File: config.mk
export PLATFORM = sky130hd
export DESIGN_NAME = calc_cmd_sequencer
export DESIGN_NICKNAME = d
export VERILOG_FILES = /design/src/rtl/calc_cmd_sequencer.sv
export SDC_FILE = /design/constraint.sdc
export NUM_CORES = 1
export LEC_CHECK = 0
export BUFFER_PORTS_ARGS = -buffer_cell sky130_fd_sc_hd__buf_2
export CAP_MARGIN = 20
export CORE_MARGIN = 1.5
export CORE_UTILIZATION = 40
export DETAILED_ROUTE_END_ITERATION = 8
export GPL_ROUTABILITY_DRIVEN = 0
export GPL_TIMING_DRIVEN = 0
export PLACE_DENSITY = 0.64
export SYNTH_ARGS = -nofsm -noshare
export SYNTH_HDL_FRONTEND = slang
export SYNTH_SLANG_ARGS = --single-unit
File: constraint.sdc
create_clock -name clock -period 4.37 [get_ports clock]
set_input_delay 0.437 -clock clock [delete_from_list [all_inputs] [get_ports clock]]
set_output_delay 0.437 -clock clock [all_outputs]
set_load 0.02 [all_outputs]
File: src/rtl/calc_cmd_sequencer.sv
// calc_cmd_sequencer: buffers keypad/host commands in a FIFO and issues them
// one at a time to the calc datapath using its 2-bit status handshake,
// captures the serialized display digits, and detects calc error or hang.
//
// Ports:
//   clock, reset        system clock (rising edge), async active-low reset
//   cmd_in/cmd_valid    command push; accepted when cmd_valid && cmd_ready
//   cmd_ready           FIFO not full
//   clr_err             one-cycle pulse, leaves ERROR via flush + RECOVER
//   calc_cmd            registered command to calc (IDLE_CMD when idle)
//   calc_reset          active-high reset to calc, pulsed during RECOVER
//   calc_status         from calc: 00 error, 01 busy, 10 ready
//   calc_data/calc_pos  streamed display digit and its index
//   disp_digits         captured digits, nibble i = digit i
//   disp_valid          one-cycle pulse when a command completes
//   busy                state != IDLE or FIFO non-empty
//   err/err_code        error flag; 01 calc error, 10 timeout
//   fifo_count          FIFO occupancy
//
// Optional build macro CALC_CMD_SEQUENCER_AUTORECOVER_EN: when defined, ERROR
// recovers by itself after four cycles (clr_err is still honoured).
module calc_cmd_sequencer #(
  parameter int unsigned FIFO_DEPTH  = 8,
  parameter int unsigned TIMEOUT_CYC = 1024,
  parameter logic [3:0]  IDLE_CMD    = 4'hD,
  parameter int unsigned RST_PULSE   = 2
) (
  input  logic                        clock,
  input  logic                        reset,
  input  logic [3:0]                  cmd_in,
  input  logic                        cmd_valid,
  output logic                        cmd_ready,
  input  logic                        clr_err,
  output logic [3:0]                  calc_cmd,
  output logic                        calc_reset,
  input  logic [1:0]                  calc_status,
  input  logic [3:0]                  calc_data,
  input  logic [3:0]                  calc_pos,
  output logic [31:0]                 disp_digits,
  output logic                        disp_valid,
  output logic                        busy,
  output logic                        err,
  output logic [1:0]                  err_code,
  output logic [$clog2(FIFO_DEPTH):0] fifo_count
);

  localparam int unsigned PW = $clog2(FIFO_DEPTH);
  localparam int unsigned CW = PW + 1;
  localparam int unsigned TW = $clog2(TIMEOUT_CYC + 1);
  localparam int unsigned RW = $clog2(RST_PULSE + 1);

  localparam logic [1:0] ST_ERR  = 2'b00;
  localparam logic [1:0] ST_BUSY = 2'b01;
  localparam logic [1:0] ST_RDY  = 2'b10;

  localparam logic [1:0] EC_NONE = 2'b00;
  localparam logic [1:0] EC_CALC = 2'b01;
  localparam logic [1:0] EC_TMO  = 2'b10;

  typedef enum logic [2:0] {IDLE, ISSUE, WAIT_DONE, ERROR, RECOVER} state_t;

  state_t          state;
  state_t          state_nxt;
  logic [3:0]      mem [FIFO_DEPTH];
  logic [PW-1:0]   wr_ptr;
  logic [PW-1:0]   rd_ptr;
  logic [3:0]      head;
  logic            push;
  logic            pop;
  logic            flush;
  logic [CW-1:0]   count_nxt;
  logic [TW-1:0]   tmo_cnt;
  logic            tmo_hit;
  logic [RW-1:0]   rst_cnt;
  logic            issued;
  logic [1:0]      err_set;
  logic            clr_go;

  assign head      = mem[rd_ptr];
  assign push      = cmd_valid && cmd_ready && !flush;
  assign count_nxt = flush ? '0 : (fifo_count + CW'(push) - CW'(pop));
  // Fires on the last counted cycle so ERROR is entered after TIMEOUT_CYC cycles.
  assign tmo_hit   = (tmo_cnt >= TW'(TIMEOUT_CYC - 1));

`ifdef CALC_CMD_SEQUENCER_AUTORECOVER_EN
  // Cycles spent in ERROR; the fourth cycle triggers the automatic clear.
  logic [1:0] err_age;

  always_ff @(posedge clock or negedge reset) begin
    if (!reset) begin
      err_age <= '0;
    end else if (state == ERROR) begin
      err_age <= err_age + 2'd1;
    end else begin
      err_age <= '0;
    end
  end

  assign clr_go = clr_err || ((state == ERROR) && (err_age == 2'd3));
`else
  assign clr_go = clr_err;
`endif

  // Next-state decision; calc error takes priority over timeout.
  always_comb begin
    state_nxt = state;
    pop       = 1'b0;
    flush     = 1'b0;
    err_set   = EC_NONE;
    case (state)
      IDLE: begin
        // A 00 before anything was ever issued is calc still coming out of reset.
        if ((calc_status == ST_ERR) && ((fifo_count != '0) || issued)) begin
          state_nxt = ERROR;
          err_set   = EC_CALC;
        end else if ((calc_status == ST_RDY) && (fifo_count != '0)) begin
          state_nxt = ISSUE;
        end
      end
      ISSUE, WAIT_DONE: begin
        if (calc_status == ST_ERR) begin
          state_nxt = ERROR;
          err_set   = EC_CALC;
        end else if (tmo_hit) begin
          state_nxt = ERROR;
          err_set   = EC_TMO;
        end else if ((state == ISSUE) && (calc_status == ST_BUSY)) begin
          state_nxt = WAIT_DONE;
          pop       = 1'b1;
        end else if ((state == WAIT_DONE) && (calc_status == ST_RDY)) begin
          state_nxt = IDLE;
        end
      end
      ERROR: begin
        if (clr_go) begin
          state_nxt = RECOVER;
          flush     = 1'b1;
        end
      end
      RECOVER: begin
        if (rst_cnt == RW'(RST_PULSE - 1)) begin
          state_nxt = IDLE;
        end
      end
      default: state_nxt = IDLE;
    endcase
  end

  // FIFO storage needs no reset; occupancy lives in the pointers and count.
  always_ff @(posedge clock) begin
    if (push) begin
      mem[wr_ptr] <= cmd_in;
    end
  end

  // State register, FIFO bookkeeping and all registered outputs.
  always_ff @(posedge clock or negedge reset) begin
    if (!reset) begin
      state       <= IDLE;
      wr_ptr      <= '0;
      rd_ptr      <= '0;
      fifo_count  <= '0;
      cmd_ready   <= 1'b1;
      calc_cmd    <= IDLE_CMD;
      calc_reset  <= 1'b0;
      disp_digits <= '0;
      disp_valid  <= 1'b0;
      busy        <= 1'b0;
      err         <= 1'b0;
      err_code    <= EC_NONE;
      tmo_cnt     <= '0;
      rst_cnt     <= '0;
      issued      <= 1'b0;
    end else begin
      state      <= state_nxt;
      fifo_count <= count_nxt;
      cmd_ready  <= (count_nxt != CW'(FIFO_DEPTH));
      busy       <= (state_nxt != IDLE) || (count_nxt != '0);

      if (flush) begin
        wr_ptr <= '0;
        rd_ptr <= '0;
      end else begin
        if (push) wr_ptr <= wr_ptr + PW'(1);
        if (pop)  rd_ptr <= rd_ptr + PW'(1);
      end

      // Head is stable while in ISSUE: only a pop can move rd_ptr.
      calc_cmd   <= (state_nxt == ISSUE) ? head : IDLE_CMD;
      calc_reset <= (state_nxt == RECOVER);
      err        <= (state_nxt == ERROR) || (state_nxt == RECOVER);
      disp_valid <= (state == WAIT_DONE) && (state_nxt == IDLE);

      if ((state == IDLE) && (state_nxt == ISSUE)) begin
        issued <= 1'b1;
      end

      if ((state == ISSUE) || (state == WAIT_DONE)) begin
        if (tmo_cnt != TW'(TIMEOUT_CYC)) tmo_cnt <= tmo_cnt + TW'(1);
      end else begin
        tmo_cnt <= '0;
      end

      rst_cnt <= (state == RECOVER) ? (rst_cnt + RW'(1)) : '0;

      if (err_set != EC_NONE) begin
        err_code <= err_set;
      end else if ((state == RECOVER) && (state_nxt == IDLE)) begin
        err_code <= EC_NONE;
      end

      if ((state == RECOVER) && (state_nxt == IDLE)) begin
        disp_digits <= '0;
      end else if ((state == WAIT_DONE) && !calc_pos[3]) begin
        disp_digits[{calc_pos[2:0], 2'b00} +: 4] <= calc_data;
      end
    end
  end

endmodule

==> impl_metrics.tcl, run 1 <==
set metrics [dict create \
    busiest_layer "met2" \
    hpwlAfterDp_mm 6.80 \
    async_flop_share_pct 68.6 \
    finalInstanceArea_um2 5480 \
    grt_use_met3_pct 3.83 \
    crit_required_ns 4.62 \
    gr-usage-met2_pct 26.4 \
    core_um2 11400 \
    synth_area_leaders "dfrtp_1 35%, edfxtp_1 21%, mux2i_1 7.3%, nor2_1 5.0%, mux4_2 3.9%" \
    synth_ff_type "dfrtp_1" \
    num_vias 3171 \
    critPathKind "flop to flop" \
    rows 39 \
    pin_count 65 \
    vias_per_cell 5.22 \
    synth_edf_count 32 \
    h-tree-depth 3 \
    synth.avg_cell_area_um2 12.1 \
    worstPathCellList "nand3_1 > o41a_1 > and4b_1 > clkbuf_1 > ha_1 > inv_1 > ha_1 > fa_1 > xnor2_1 > nor2_1 > or4b_2" \
    finalSetupViolCount 0 \
    maxCapViolations 0 \
    grt_pass1_vias 3237 \
    clock_latency_ns 0.33 \
    cts_buffer_depth 2 \
    hold_violations 0 \
    die_x_um 111 \
    route.detailed.drc 0 \
    clock-skew-final_ns 0.00788 \
    die_h_um 111 \
    wirelength_mm 9.48 \
    cpMostUsedCell "ha_1" \
    fin_crit_sh_pct 78.9 \
    antenna_left 0 \
    cp-end-kind "flop" \
    fin_setup_tns_ns 0 \
    fmax_mhz 290 \
    cts_root_buf "clkbuf_16" \
    overflow 0 \
    syn_inst 385 \
    die_area_um2 12300 \
    drive_gt1_share_pct 23.0 \
    ys_warn_count 0 \
    grt_max_degree 71 \
    initial_core_util_pct 40.9 \
    met1_usage_pct 22.5 \
    cpPeakStageDelay_ns 0.66 \
    yosys.area.top_type "dfrtp_1" \
    ys_ff_latch 102 \
    wl_per_cell_um 15.6 \
    synth_cell_types 53 \
    maxSlewViolCount 0 \
    cts_tree "done" \
    critPathArrivalTime_ns 3.70 \
    grt_pass1_wl_mm 16.0 \
    post_cts_resized 0 \
    clk_pin_slew_worst_paths_ns 0.07 \
    r2r_slack_ns 0.92 \
    rsz0062_at_grt "no" \
    antenna_found_initial 0 \
    syn_nets 416 \
    instances_no_fill 608 \
    ys_seq_area_share_pct 58.2 \
    synth_top_area_share_pct 35.4 \
    fin_util_pct 48.0 \
    io_buffers 64 \
    first_iter_violations 213 \
    min_path_type "input port to async pin" \
    dpl-instance-area_um2 5170 \
    power_density_nw_per_um2 621 \
    cts_sinks 102 \
    slew_headroom_pct 40.7 \
    leakagePower_nw 2.48 \
    syn_area_um2 4670 \
    status "complete, no violations" \
    final_nets 491 \
    tightestPinTransition_ns 0.889 \
    period_needed_ns 3.45 \
    dp_cells 592 \
    firstDrtPassIters 4 \
    synthToLayoutAreaGrowth_pct 17.3 \
    cp_max_fo 6 \
    crit_path_start_kind "flop" \
    slowest_stage "or4b_2" \
    peakVddDrop_v 0.000321 \
    numCtsBuffers 9 \
    cts_hold_buf 0 \
    cts_setup_buffers 0 \
    grt_util_all_layers_pct 16.2 \
    n_antenna_cell 0 \
    p_total_w 0.00340 \
]
-- registers in the layout, indices dropped and copies added (netlist names), 3 cells and up --
register     cells
tmo_cnt         11
calc_cmd         4
state            3
disp_digits     32
wr_ptr           3
rd_ptr           3
fifo_count       4
mem             32
-- placed cells by master, fill, tap and decap left out, drive strengths merged, types with 2 or more instances in the layout --
cell    synthesis  routed
mux2i          34      34
and4b           2       2
nand4           5       5
dfrtp          66      66
o21ai           5       5
edfxtp         32      32
a31o            2       2
nor3            6       6
nor4b           2       2
or3             2       2
nor2           62      62
ha             12      12
and2            6       6
a21oi          13      13
clkinv          0       2
clkbuf         13      22
xor2            5       5
inv            14      17
nor3b           4       4
or4             2       2
nor4            5       5
a21o            4       4
dfstp           4       4
or4b            3       3
nor2b           4       4
nand2          21      21
mux4            8       8
and3            2       2
nand3          13      13
buf             4      68
xnor2           9       9
nand2b          7       7
-- cell usage after synthesis (2+ instances only) --
cell,number
nor4_1,4
nor3_1,6
nor2_1,62
a21o_1,4
xnor2_1,9
xor2_1,5
and3_1,2
nand4_1,5
or4b_1,2
a21oi_1,13
a31o_2,2
clkbuf_1,12
mux2i_1,34
and4b_1,2
nand2b_1,6
and2_1,6
mux4_2,8
nor2b_1,4
dfrtp_1,66
dfstp_2,4
ha_1,12
inv_1,14
nor3b_1,4
buf_2,2
or3_1,2
o21ai_0,5
edfxtp_1,32
nand2_1,21
nand3_1,13
-- layer usage --
metal	vias up	routed length, µm
met1	1592	4490
met5	-	0
met2	67	4600
li1	1508	-
met4	0	63
met3	4	334
-- report_power, final --
| group | switching [W] | internal, W | total [W] |
|---|---|---|---|
| Sequential | 0.000138 | 0.00123 | 0.00137 |
| Clock | 0.000361 | 0.000452 | 0.000813 |
| Combinational | 0.000735 | 0.000483 | 0.00122 |
-- through the flow --
| stage | setup WS (ns) | hold slack, ns |
|---|---|---|
| 5_1_grt | 0.661 | 0.304 |
| 3_5_place_dp | 0.921 | 0.428 |
| 3_3_place_gp | 0.920 | 0.423 |
| 4_1_cts | 0.904 | 0.259 |
| 2_1_floorplan | 1.18 | 0.141 |
| 6_report | 0.922 | 0.223 |
-- area by class of cell --
class	count	area (µm²)
Inverter	14	52.6
Sequential cell	102	2720
Fill cell	1087	5940
Multi-Input combinational cell	252	1820
Timing Repair Buffer	64	323
Clock inverter	7	80.1
Clock buffer	9	225
Tap cell	143	179
Buffer	17	75.1
-- cells by family (layout without fill, tap and decap cells) --
logic type | count (synthesis) | in the layout | share of synthesized area, %
adder cells (fa/ha/maj) | 13 | 13 | 3.65
AND/OR/NAND/NOR | 151 | 151 | 17.1
multiplexers | 42 | 42 | 11.1
buffers and inverters | 31 | 111 | 2.73
flip-flops | 102 | 102 | 58.2
AO/OA/AOI/OAI | 32 | 32 | 4.56
XOR/XNOR | 14 | 14 | 2.63
-- critical path: cells and delay by family (launching register included) --
kind	cells	cell delay [ns]
AO/OA/AOI/OAI	1	0.51
XOR/XNOR	1	0.22
adder cells (fa/ha/maj)	3	0.88
buffers and inverters	2	0.19
flip-flops	1	0.42
AND/OR/NAND/NOR	4	1.14
-- worst paths after layout --
check	from	end	depth (start not counted)
setup / recovery	tmo_cnt[5]	cmd_ready	11
hold / removal	reset	disp_digits[19]	1
setup reg to reg	tmo_cnt[5]	cmd_ready	11
hold reg to reg	rst_cnt[0]	rst_cnt[0]	1
max in group asynchronous	reset	disp_digits[14]	1
min in group clock	cmd_in[2]	mem[6][2]	1
(Power assumes the default switching activity.)
==> run 2, diff against run 1 <==
ABC_AREA = 1   (was not set)
PLACE_DENSITY = 0.66   (was 0.64)
clock period = 3 ns   (was 4.37 ns; I/O delays follow)
==> run 2 against run 1 <==
Net effect:
- synthesized cell count up 36%
- die area rose by 3.3%
- final cell count up 23%
- maximum frequency grew 25%
- wire length rose by 5.4%
==> impl_metrics.tcl, run 2 <==
set metrics [dict create \
    top_regs "disp_digits x32, mem x32, tmo_cnt x11" \
    clock_latency_ns 0.35 \
    syn_inst 525 \
    regArea_um2 2720 \
    synth_edf_count 32 \
    hold_violations 0 \
    maxCapViolations 0 \
    antenna_left 0 \
    cts_root_buf "clkbuf_16" \
    synth_ff_type "dfrtp_1" \
    drive_gt1_share_pct 20.4 \
    cts_sinks 102 \
    synth_top_area_share_pct 34.2 \
    wl_per_cell_um 13.4 \
    cpPeakStageDelay_ns 0.41 \
    clk_pin_slew_worst_paths_ns 0.07 \
    vias_per_cell 4.95 \
    p_comb_share_pct 39.0 \
    critPathArrivalTime_ns 2.98 \
    async_flop_share_pct 68.6 \
    cts_hold_buf 0 \
    min_path_type "input port to async pin" \
    cts_tree "done" \
    multiInputGateArea_um2 1700 \
    layout_commonest_cell "nand2_1" \
    io_buffers 63 \
    fill_cells 1108 \
    synth_area_leaders "dfrtp_1 34%, edfxtp_1 20%, nand2_1 6.9%, inv_1 6.8%, nor2_1 5.1%" \
    yosys.area.top_type "dfrtp_1" \
    leakagePower_nw 2.65 \
    core_um2 11600 \
    fmax_mhz 362 \
    status "complete, no violations" \
    rr_worst_depth 14 \
    syn_area_um2 4830 \
    grt_pass1_vias 3637 \
    rows 39 \
    worstPathCellList "inv_1 > nor3_1 > nand2_1 > inv_1 > nor2_2 > inv_1 > ha_1 > inv_1 > ha_1 > fa_1 > nor2_1 > nor3b_1 > nor3_2 > nand4_1" \
    final_cell_mix "89 x nand2_1, 87 x inv_1, 66 x dfrtp_1, 64 x nor2_1, 63 x buf_2" \
    fin_crit_sh_pct 92.1 \
    first_iter_violations 137 \
    synthToLayoutAreaGrowth_pct 17.1 \
    peakVddDrop_v 0.000349 \
    crit_required_ns 3.21 \
    route.detailed.drc 0 \
    cp_max_fo 7 \
    die_h_um 113 \
    p_switching_w 0.00209 \
    final_nets 630 \
    clock-skew-final_ns 0.00701 \
    ys_ff_latch 102 \
    synth.most_common_cell "nand2_1" \
    p_sw_share_pct 39.7 \
    antenna_found_initial 0 \
    pin_count 65 \
    synthTopCellsByCount "89 x nand2_1, 87 x inv_1, 66 x dfrtp_1, 66 x nor2_1, 44 x o21ai_0" \
    period_needed_ns 2.76 \
    critPathKind "flop to flop" \
    synth_cell_types 41 \
    finalSetupViolCount 0 \
    rr_endpoint "busy" \
    ys_seq_area_share_pct 56.3 \
    crit_path_start_kind "flop" \
    power_density_nw_per_um2 930 \
    hpwlAfterDp_mm 7.33 \
    fin_setup_tns_ns 0 \
    n_antenna_cell 0 \
    r2r_start "state[1]" \
    tightestPinTransition_ns 0.891 \
    synth.avg_cell_area_um2 9.19 \
    num_vias 3696 \
    overflow 0 \
    die_x_um 113 \
    initial_core_util_pct 41.6 \
    pwr-share-seq_pct 37.6 \
    die_area_um2 12700 \
    grt_max_degree 71 \
    numCtsBuffers 9 \
    maxSlewViolCount 0 \
    grt_pass1_wl_mm 16.7 \
    cts_buffer_depth 2 \
    holdWs_ns 0.0640 \
    syn_nets 556 \
    firstDrtPassIters 4 \
    r2r_slack_ns 0.24 \
    cpMostUsedCell "inv_1" \
    clkPwrFrac_pct 23.4 \
    cp-end-kind "flop" \
    p_int_w 0.00317 \
    grt_util_all_layers_pct 16.5 \
    slew_headroom_pct 40.6 \
    h-tree-depth 3 \
    slowest_stage "dfrtp_1" \
    ys_warn_count 0 \
    wirelength_mm 10.0 \
]
run 2: worst max-delay path, delay by kind of cell (launching register included):
kind / cells / cell delay, ns
adder cells (fa/ha/maj): 3 / 0.86
AND/OR/NAND/NOR: 7 / 0.96
flip-flops: 1 / 0.41
buffers and inverters: 4 / 0.41
run 2: per-layer routing:
layer	vias up	GRT usage, %	part of all wire, %
met1	1760	20.6	45
li1	1842	-	-
met4	0	7.50	2.3
met2	79	27.8	49
met3	15	3.32	3.9
met5	-	0	0
run 2: layout make-up:
| type | instances | share of cell area (%) |
|---|---|---|
| clock buffer | 9 | 3.98 |
| timing repair buffer | 63 | 5.62 |
| sequential | 102 | 48.1 |
| buffer | 9 | 1.15 |
| multi-input combinational | 321 | 30.1 |
| inverter | 93 | 6.22 |
| clock inverter | 7 | 1.68 |
| tap | 143 | 3.16 |
run 2: what timing repair did:
item,in CTS,in global routing
resized for setup,0,3
buffers inserted,0,0
endpoints found under the setup margin,0,2
run 2: power by group through the flow:
stage | clock (W) | combinational, W | sequential (W)
after detailed placement | 0 | 0.00204 | 0.00201
after floorplan | 0 | 0.00120 | 0.00225
after global placement | 0 | 0.00199 | 0.00199
after global routing | 0.00132 | 0.00231 | 0.00201
after CTS | 0.00126 | 0.00205 | 0.00198
final | 0.00123 | 0.00205 | 0.00198
run 2: how the worst max path moves through the flow:
stage          startpoint  endpoint  slack, ns  cells past startpoint
2_1_floorplan  tmo_cnt[0]      busy       0.53                     14
3_3_place_gp   tmo_cnt[1]      busy       0.13                     14
3_5_place_dp     state[1]      busy       0.06                     14
4_1_cts        tmo_cnt[1]      busy       0.05                     14
5_1_grt          state[1]      busy      -0.01                     14
6_report         state[1]      busy       0.24                     14
run 2: per-stage QoR:
stage                     std cells  cell area [µm²]  util (%)  setup WS (ns)  total power (W)
after global routing            747             5650      48.7        -0.0113          0.00564
final                           747             5650      48.7          0.236          0.00526
after detailed placement        731             5320      45.8         0.0626          0.00405
after floorplan                 525             4830         -          0.529          0.00345
after CTS                       747             5640      48.6         0.0497          0.00530
after global placement          731             5320      45.8          0.132          0.00399
run 2: logic make-up (layout without fill, tap and decap cells):
group,count (synthesis),count (layout),synth area share (%)
and+or+nand+nor,228,228,22.0
AOI/OAI and AO/OA,75,75,8.58
xor gates and xnor gates,1,1,0.181
DFF,102,102,56.3
muxes,4,4,0.829
buffers and inverters,102,181,8.63
adders and majority gates,13,13,3.53
==> run 3, diff against run 2 <==
MAX_ROUTING_LAYER = met4   (was not set)
PLACE_DENSITY = not set   (was 0.66)
==> run 3 against run 2 <==
Net effect:
- final area fell by 0.62%
- die area did not move
- maximum frequency rose by 1.7%
- utilization fell by 0.30 points
- sequential power barely moved
- final cell count rose by 0.13%
- global-route usage rose by 0.73 points
- total power fell by 2.2%
- clock power fell by 9.8%
- critical path type unchanged
- critical endpoint unchanged
- largest power group unchanged
- highest routed layer unchanged
==> impl_metrics.tcl, run 3 (synthesized netlist as in run 2, its figures left out) <==
set metrics [dict create \
    status "complete, no violations" \
    p_comb_share_pct 39.6 \
    slew_headroom_pct 39.5 \
    num_vias 3702 \
    first_iter_violations 196 \
    vias_per_cell 4.95 \
    top_regs "disp_digits x32, mem x32, tmo_cnt x11" \
    hold_violations 0 \
    post_cts_resized 0 \
    grt_pass1_vias 3501 \
    clock_latency_ns 0.35 \
    maxCapViolations 0 \
    cts_buffer_depth 2 \
    fin_setup_tns_ns 0 \
    cts_root_buf "clkbuf_16" \
    die_x_um 113 \
    drive_gt1_share_pct 20.4 \
    cp-end-kind "flop" \
    initial_core_util_pct 41.6 \
    tightestPinTransition_ns 0.908 \
    p_sw_share_pct 40.4 \
    numCtsBuffers 9 \
    fin_crit_sh_pct 90.6 \
    wirelength_mm 10.3 \
    finalSetupViolCount 0 \
    fill_cells 1131 \
    critPathBufInv 2 \
    r2r_slack_ns 0.28 \
    crit_path_start_kind "flop" \
    r2r_start "tmo_cnt[1]" \
    min_path_type "input port to async pin" \
    clkPwrFrac_pct 21.6 \
    grt_util_all_layers_pct 17.2 \
    peakVddDrop_v 0.000502 \
    rr_worst_depth 14 \
    cpPeakStageDelay_ns 0.41 \
    maxSlewViolCount 0 \
    antenna_left 0 \
    firstDrtPassIters 4 \
    cpMostUsedCell "ha_1" \
    clock-skew-final_ns 0.00884 \
    layout_commonest_cell "nand2_1" \
    wl_per_cell_um 13.7 \
    final_nets 630 \
    clk_pin_slew_worst_paths_ns 0.07 \
    power_density_nw_per_um2 915 \
    route.detailed.drc 0 \
    synthToLayoutAreaGrowth_pct 16.4 \
    cts_hold_buf 0 \
    fmax_mhz 368 \
    h-tree-depth 3 \
    cts_tree "done" \
    core_um2 11600 \
    critPathKind "flop to flop" \
    holdWs_ns 0.0860 \
    slowest_stage "fa_1" \
    overflow 0 \
    grt_max_degree 71 \
    io_buffers 63 \
    p_switching_w 0.00208 \
    pin_count 65 \
    final_cell_mix "89 x nand2_1, 86 x inv_1, 66 x dfrtp_1, 64 x nor2_1, 63 x buf_2" \
    crit_required_ns 3.22 \
    critPathArrivalTime_ns 2.94 \
    cts_setup_buffers 0 \
    pwr-share-seq_pct 38.7 \
    die_area_um2 12700 \
    cp_top_family "adder cells" \
    rows 39 \
    rsz0062_at_grt "no" \
    die_h_um 113 \
    cts_sinks 102 \
    antenna_found_initial 1 \
    leakagePower_nw 2.63 \
    grt_pass1_wl_mm 16.8 \
    hpwlAfterDp_mm 7.45 \
    rr_endpoint "busy" \
    cp_max_fo 4 \
    worstPathCellList "ha_1 > nand2_1 > nor2_1 > nand3_2 > nand3_2 > nor2_2 > ha_1 > inv_1 > ha_1 > fa_1 > inv_1 > nor2_1 > nor3_2 > nand4_1" \
    period_needed_ns 2.72 \
    p_int_w 0.00307 \
]
## run 3: cell types whose count changed in the layout (fill, tap and decap cells not counted)
cell        change
clkinvlp_2      +1
clkinv_1        +1
inv_6           -3
diode_2         +1
clkinv_4        +3
bufinv_16       -1
inv_2           +1
clkinv_8        -1
inv_1           -1
## run 3: how the worst max path moves through the flow
| stage | startpoint | end | slack [ns] | cells past startpoint |
|---|---|---|---|---|
| after floorplan | tmo_cnt[0] | busy | 0.53 | 14 |
| after global placement | tmo_cnt[1] | busy | 0.12 | 14 |
| after detailed placement | tmo_cnt[1] | busy | 0.05 | 14 |
| after CTS | tmo_cnt[1] | busy | 0.02 | 14 |
| after global routing | tmo_cnt[1] | busy | 0.03 | 14 |
| final | tmo_cnt[1] | busy | 0.28 | 14 |
## run 3: area by class of cell
class / count / area [µm²] / area share (%)
plain buffers: 9 / 65.1 / 1.16
well taps: 143 / 179 / 3.18
clock inverters: 7 / 57.6 / 1.02
repair buffers: 63 / 318 / 5.66
flip-flops and latches: 102 / 2720 / 48.4
diodes: 1 / 2.50 / 0.0445
inverters: 93 / 352 / 6.26
multi-input cells: 321 / 1700 / 30.3
clock buffers: 9 / 225 / 4.01
## run 3: power by group through the flow
stage               registers (W)  clock network [W]  logic (W)
finish                    0.00199            0.00111    0.00204
global route              0.00203            0.00119    0.00230
CTS                       0.00199            0.00115    0.00205
detailed placement        0.00202                  0    0.00204
global placement          0.00200                  0    0.00200
floorplan                 0.00225                  0    0.00120
## run 3: metrics by stage
step | setup WS, ns | instance area (µm²) | util [%] | total power [W] | instances
finish | 0.282 | 5620 | 48.4 | 0.00514 | 748
global route | 0.0286 | 5620 | 48.4 | 0.00552 | 748
CTS | 0.0228 | 5610 | 48.3 | 0.00518 | 747
detailed placement | 0.0459 | 5320 | 45.8 | 0.00406 | 731
global placement | 0.117 | 5320 | 45.8 | 0.00400 | 731
floorplan | 0.529 | 4830 | - | 0.00345 | 525
## run 3: metal layers
metal  routed length, µm  GRT usage (%)  vias to the layer above
met5                   0              -                        -
met4                  95           5.50                        0
met3                 490           5.14                       10
met2                4840           27.3                       89
met1                4830           21.3                     1760
li1                    -              -                     1843
